`config.mk`:
```
export PLATFORM = sky130hd
export DESIGN_NAME = fsm_byte_serializer
export DESIGN_NICKNAME = d
export VERILOG_FILES = /design/src/rtl/fsm_pkg.sv /design/src/rtl/ser_shift_reg.sv /design/src/rtl/fsm_byte_serializer.sv
export SDC_FILE = /design/constraint.sdc
export NUM_CORES = 1
export LEC_CHECK = 0
export BUFFER_PORTS_ARGS = -buffer_cell sky130_fd_sc_hd__buf_4
export CAP_MARGIN = 25
export CORE_MARGIN = 2
export CORE_UTILIZATION = 55
export CTS_BUF_LIST = sky130_fd_sc_hd__clkbuf_2
export DETAILED_ROUTE_END_ITERATION = 10
export PLACE_DENSITY = 0.84
export SYNTH_ARGS = -nofsm -noshare
export SYNTH_HDL_FRONTEND = slang
export SYNTH_SLANG_ARGS = --single-unit
```
`constraint.sdc`:
```
create_clock -name clk -period 4.5 [get_ports clk]
set_input_delay 0.45 -clock clk [delete_from_list [all_inputs] [get_ports clk]]
set_output_delay 0.45 -clock clk [all_outputs]
set_load 0.01 [all_outputs]
```
`src/rtl/fsm_pkg.sv`:
```
// Shared definitions for the byte serializer that feeds the bit-serial pattern FSM.
package fsm_pkg;

  localparam int WORD_W = 8;

  typedef enum logic {
    ST_IDLE  = 1'b0,
    ST_SHIFT = 1'b1
  } state_t;

endpackage

```
`src/rtl/ser_shift_reg.sv`:
```
// Shift register and bit counter for one word, with first/last bit decode.
module ser_shift_reg
  import fsm_pkg::*;
#(
  parameter int WIDTH     = WORD_W,
  parameter bit MSB_FIRST = 1'b0
) (
  input  logic             clk,
  input  logic             rst_n,
  input  logic             load,
  input  logic [WIDTH-1:0] load_data,
  input  logic             shift_en,
  output logic             bit_out,
  output logic             first,
  output logic             last
);

  localparam int CW = $clog2(WIDTH);
  localparam logic [CW-1:0] CNT_LAST = CW'(WIDTH - 1);

  logic [WIDTH-1:0] sh_q, sh_d, sh_shifted;
  logic [CW-1:0]    cnt_q, cnt_d;

  // The output end is bit 0 for LSB-first and bit WIDTH-1 for MSB-first.
  generate
    if (MSB_FIRST) begin : g_msb
      assign bit_out    = sh_q[WIDTH-1];
      assign sh_shifted = {sh_q[WIDTH-2:0], 1'b0};
    end else begin : g_lsb
      assign bit_out    = sh_q[0];
      assign sh_shifted = {1'b0, sh_q[WIDTH-1:1]};
    end
  endgenerate

  assign first = (cnt_q == '0);
  assign last  = (cnt_q == CNT_LAST);

  always_comb begin
    sh_d  = sh_q;
    cnt_d = cnt_q;
    if (load) begin
      sh_d  = load_data;
      cnt_d = '0;
    end else if (shift_en) begin
      sh_d  = sh_shifted;
      cnt_d = cnt_q + 1'b1;
    end
  end

  always_ff @(posedge clk or negedge rst_n) begin
    if (!rst_n) begin
      sh_q  <= '0;
      cnt_q <= '0;
    end else begin
      sh_q  <= sh_d;
      cnt_q <= cnt_d;
    end
  end

endmodule

```
`src/rtl/fsm_byte_serializer.sv`:
```
// Parallel-to-serial feeder: valid/ready word input, one bit per handshake out,
// with a one-entry pending buffer so consecutive words stream without a gap.
module fsm_byte_serializer
  import fsm_pkg::*;
#(
  parameter int WIDTH     = WORD_W,
  parameter bit MSB_FIRST = 1'b0
) (
  input  logic             clk,
  input  logic             rst_n,
  input  logic [WIDTH-1:0] in_data,
  input  logic             in_valid,
  output logic             in_ready,
  output logic             bit_out,
  output logic             bit_valid,
  input  logic             bit_ready,
  output logic             bit_first,
  output logic             bit_last,
  output logic             busy
);

  state_t           state_q, state_d;
  logic [WIDTH-1:0] pend_q, pend_d;
  logic             pend_v_q, pend_v_d;

  logic             load, shift_en;
  logic [WIDTH-1:0] load_data;
  logic             sr_bit, sr_first, sr_last;
  logic             shifting, in_xfer, bit_xfer, last_xfer;

  ser_shift_reg #(
    .WIDTH     (WIDTH),
    .MSB_FIRST (MSB_FIRST)
  ) u_shift (
    .clk       (clk),
    .rst_n     (rst_n),
    .load      (load),
    .load_data (load_data),
    .shift_en  (shift_en),
    .bit_out   (sr_bit),
    .first     (sr_first),
    .last      (sr_last)
  );

  assign shifting  = (state_q == ST_SHIFT);
  assign in_ready  = !pend_v_q;
  assign in_xfer   = in_valid && in_ready;
  assign bit_xfer  = shifting && bit_ready;
  assign last_xfer = bit_xfer && sr_last;

  assign bit_valid = shifting;
  assign bit_out   = shifting && sr_bit;
  assign bit_first = shifting && sr_first;
  assign bit_last  = shifting && sr_last;
  assign busy      = shifting || pend_v_q;

  always_comb begin
    state_d   = state_q;
    pend_d    = pend_q;
    pend_v_d  = pend_v_q;
    load      = 1'b0;
    load_data = in_data;
    shift_en  = 1'b0;

    if (state_q == ST_IDLE) begin
      if (in_xfer) begin
        load    = 1'b1;
        state_d = ST_SHIFT;
      end
    end else if (last_xfer) begin
      // The pending word has priority; in_ready is low whenever it exists.
      if (pend_v_q) begin
        load      = 1'b1;
        load_data = pend_q;
        pend_v_d  = 1'b0;
      end else if (in_xfer) begin
        load = 1'b1;
      end else begin
        state_d = ST_IDLE;
      end
    end else begin
      shift_en = bit_xfer;
      if (in_xfer) begin
        pend_d   = in_data;
        pend_v_d = 1'b1;
      end
    end
  end

  always_ff @(posedge clk or negedge rst_n) begin
    if (!rst_n) begin
      state_q  <= ST_IDLE;
      pend_q   <= '0;
      pend_v_q <= 1'b0;
    end else begin
      state_q  <= state_d;
      pend_q   <= pend_d;
      pend_v_q <= pend_v_d;
    end
  end

endmodule

```
==> impl_metrics.ini <==
[detailed_routing]
vias = 779
drt_iter0_markers = 1
vias_per_cell = 5.52
dr.pass1.iters = 4
drc = 0
ant_nets = 0
wl_um = 1960
wire_per_inst_um = 13.9

[floorplanning]
core_area_um2 = 1980
pin_count = 18
core.rowCount = 16
dieArea_um2 = 2510
die_w_um = 50.1
initial_utilization_pct = 59.0
die_h_um = 50.1

[cells_and_area]
num_antenna_cells = 0
multiInputGateArea_um2 = 582
fillCellCount = 149
regArea_um2 = 526
syn_to_final_growth_pct = 12.7
layout_common_cells = 21 x mux2_2, 21 x dfrtp_1, 17 x buf_4
layout-drive-gt1-share_pct = 43.0
fin_nets = 130

[synthesis]
yosysUniqueCellTypes = 27
netlist_area_um2 = 1170
postSynthAreaPerCell_um2 = 12.0
synth_cells = 97
yosys.area.top_type = dfrtp_1
ys_top_cells_by_area = dfrtp_1 45%, mux2_2 20%, mux2i_1 6.0%
ys_seq_area_share_pct = 45.0
synth_top_area_share_pct = 45.0
synth_nets = 112
yosys_register_bits = 21
ys_warn_count = 0

[sta]
max_freq_mhz = 422
setup_tns_ns = 0
setup_slack_ns = 2.13
maxSlewViolCount = 0
post-route-period-util_pct = 52.7
tightest_slew_ns = 0.620
fin_skew_ns = 0.0143
finalCriticalPeriod_ns = 2.37
maxSlewHeadroom_pct = 58.7
final_hold_viol_count = 0
setup_viol = 0
grt_setup_unrepaired = false

[worst_setup_path]
cp-end-kind = register
r2r-end = u_shift.sh_q[2]
start_kind = register
cp-endpoint = u_shift.sh_q[2]
reg2reg_depth = 6
cp_max_fo = 11
arrival_ns = 2.59
crit_type = register to register
critPathMaxStageDelay_ns = 0.53
crit_chain = ha_1, ha_1, nand2_1, a21oi_2, mux2_2, mux2_2
crit_start = u_shift.cnt_q[1]
crit_cells = 6
ff2ff_setup_slack_ns = 2.13
critPathSlowestCell = a21oi_2
r2r-start = u_shift.cnt_q[1]
cp.required_ns = 4.72
cp_num_buf_inv = 0
crit_family = multiplexers

[grt]
grt_pass1_vias = 797
grt_pass1_wl_um = 3380
antenna_found_initial = 0
grt-ovfl-total = 0
grt_usage_pct = 18.0
grt_max_degree = 22

[outcome]
status = completed

[pwr]
power_leakage_nw = 0.641
power.density_nw_per_um2 = 565
vdd.ir_drop.worst_mv = 0.370
p_total_mw = 0.744

[clocking]
worstSkewPairLatency_ns = 0.32
cts_resized = 0
cts_tree = done
cts_hold_buf = 1
clkTransAtPathRegs_ns = 0.19
root_buffer = clkbuf_2
numCtsBuffers = 3
clockBufferDepth = 2
post-cts-setup-buffer-count = 0
htreeDepth = 1
cts.sinks = 21

[placement]
dp_hpwl_um = 1500
portBuffers = 17
place_ws_ns = 2.11
gp_congestion = 0.747

[min_path]
hold_class = input pin to register

[flow_run]
maxCapViolCount = 0
-- metrics by stage --
step,cells,utilization (%),area (um^2),hold WS [ns]
6_report,141,66.5,1320,0.354
5_1_grt,141,66.5,1320,0.340
3_3_place_gp,136,65.0,1290,0.346
2_1_floorplan,97,-,1170,0.154
3_5_place_dp,136,65.0,1290,0.342
4_1_cts,141,66.5,1320,0.357
-- flip-flops by register name (all words and copies together) (netlist names) --
name           cells
u_shift.sh_q       8
bit_valid          1
pend_q             8
u_shift.cnt_q      3
pend_v_q           1
-- worst reg2reg max path, cell delays in order, from the launching register on --
cell and delay (ns):
dfrtp_1 0.41, ha_1 0.15, ha_1 0.32, nand2_1 0.18, a21oi_2 0.53, mux2_2 0.42, mux2_2 0.27
-- synth_stat cells (all sizes together) --
cell type,n
o32ai,1
nand3b,1
a22oi,1
nand2b,1
xnor2,1
nand4,2
a31oi,1
nand2,5
a221oi,1
o21ai,1
inv,5
mux2i,7
a21oi,7
nor2,6
or2,1
and2,2
nor3,1
mux2,24
ha,3
buf,3
dfrtp,21
clkbuf,2
-- logic make-up after synthesis --
group	count (synthesis)	synth area share, %
simple gates	19	9.32
buf+inv	10	5.25
flops	21	45.0
fa+ha+maj	3	3.21
compound gates	12	6.42
xor+xnor	1	0.750
mux	31	30.1
-- where the power goes --
group	internal (mW)	leakage (nW)	switching (mW)
Clock	0.0201	0.0164	0.0551
Sequential	0.270	0.256	0.0638
Combinational	0.189	0.368	0.146
-- area by class of cell --
class / instances / area share, %
clock buffer: 3 / 1.14
tap: 27 / 2.56
clock inverter: 1 / 0.380
multi-input combinational: 66 / 44.2
timing repair buffer: 18 / 10.4
inverter: 5 / 1.42
sequential: 21 / 39.9
-- how the worst min path moves through the flow --
stage | from | to | slack [ns] | cells past startpoint
after CTS | in_data[3] | pend_q[3] | 0.36 | 2
after global routing | in_data[4] | pend_q[4] | 0.34 | 2
after global placement | rst_n | pend_v_q | 0.35 | 1
final | in_data[5] | pend_q[5] | 0.35 | 2
after detailed placement | rst_n | pend_v_q | 0.34 | 1
after floorplan | rst_n | bit_valid | 0.15 | 0
-- per-layer routing --
| metal | track usage [%] | part of all wire [%] |
|---|---|---|
| met4 | 8.33 | 2.4 |
| met2 | 33.3 | 53 |
| met5 | 0 | 0 |
| met3 | 2.12 | 3.3 |
| met1 | 20.2 | 41 |
Power figures use the tool's default switching activity.
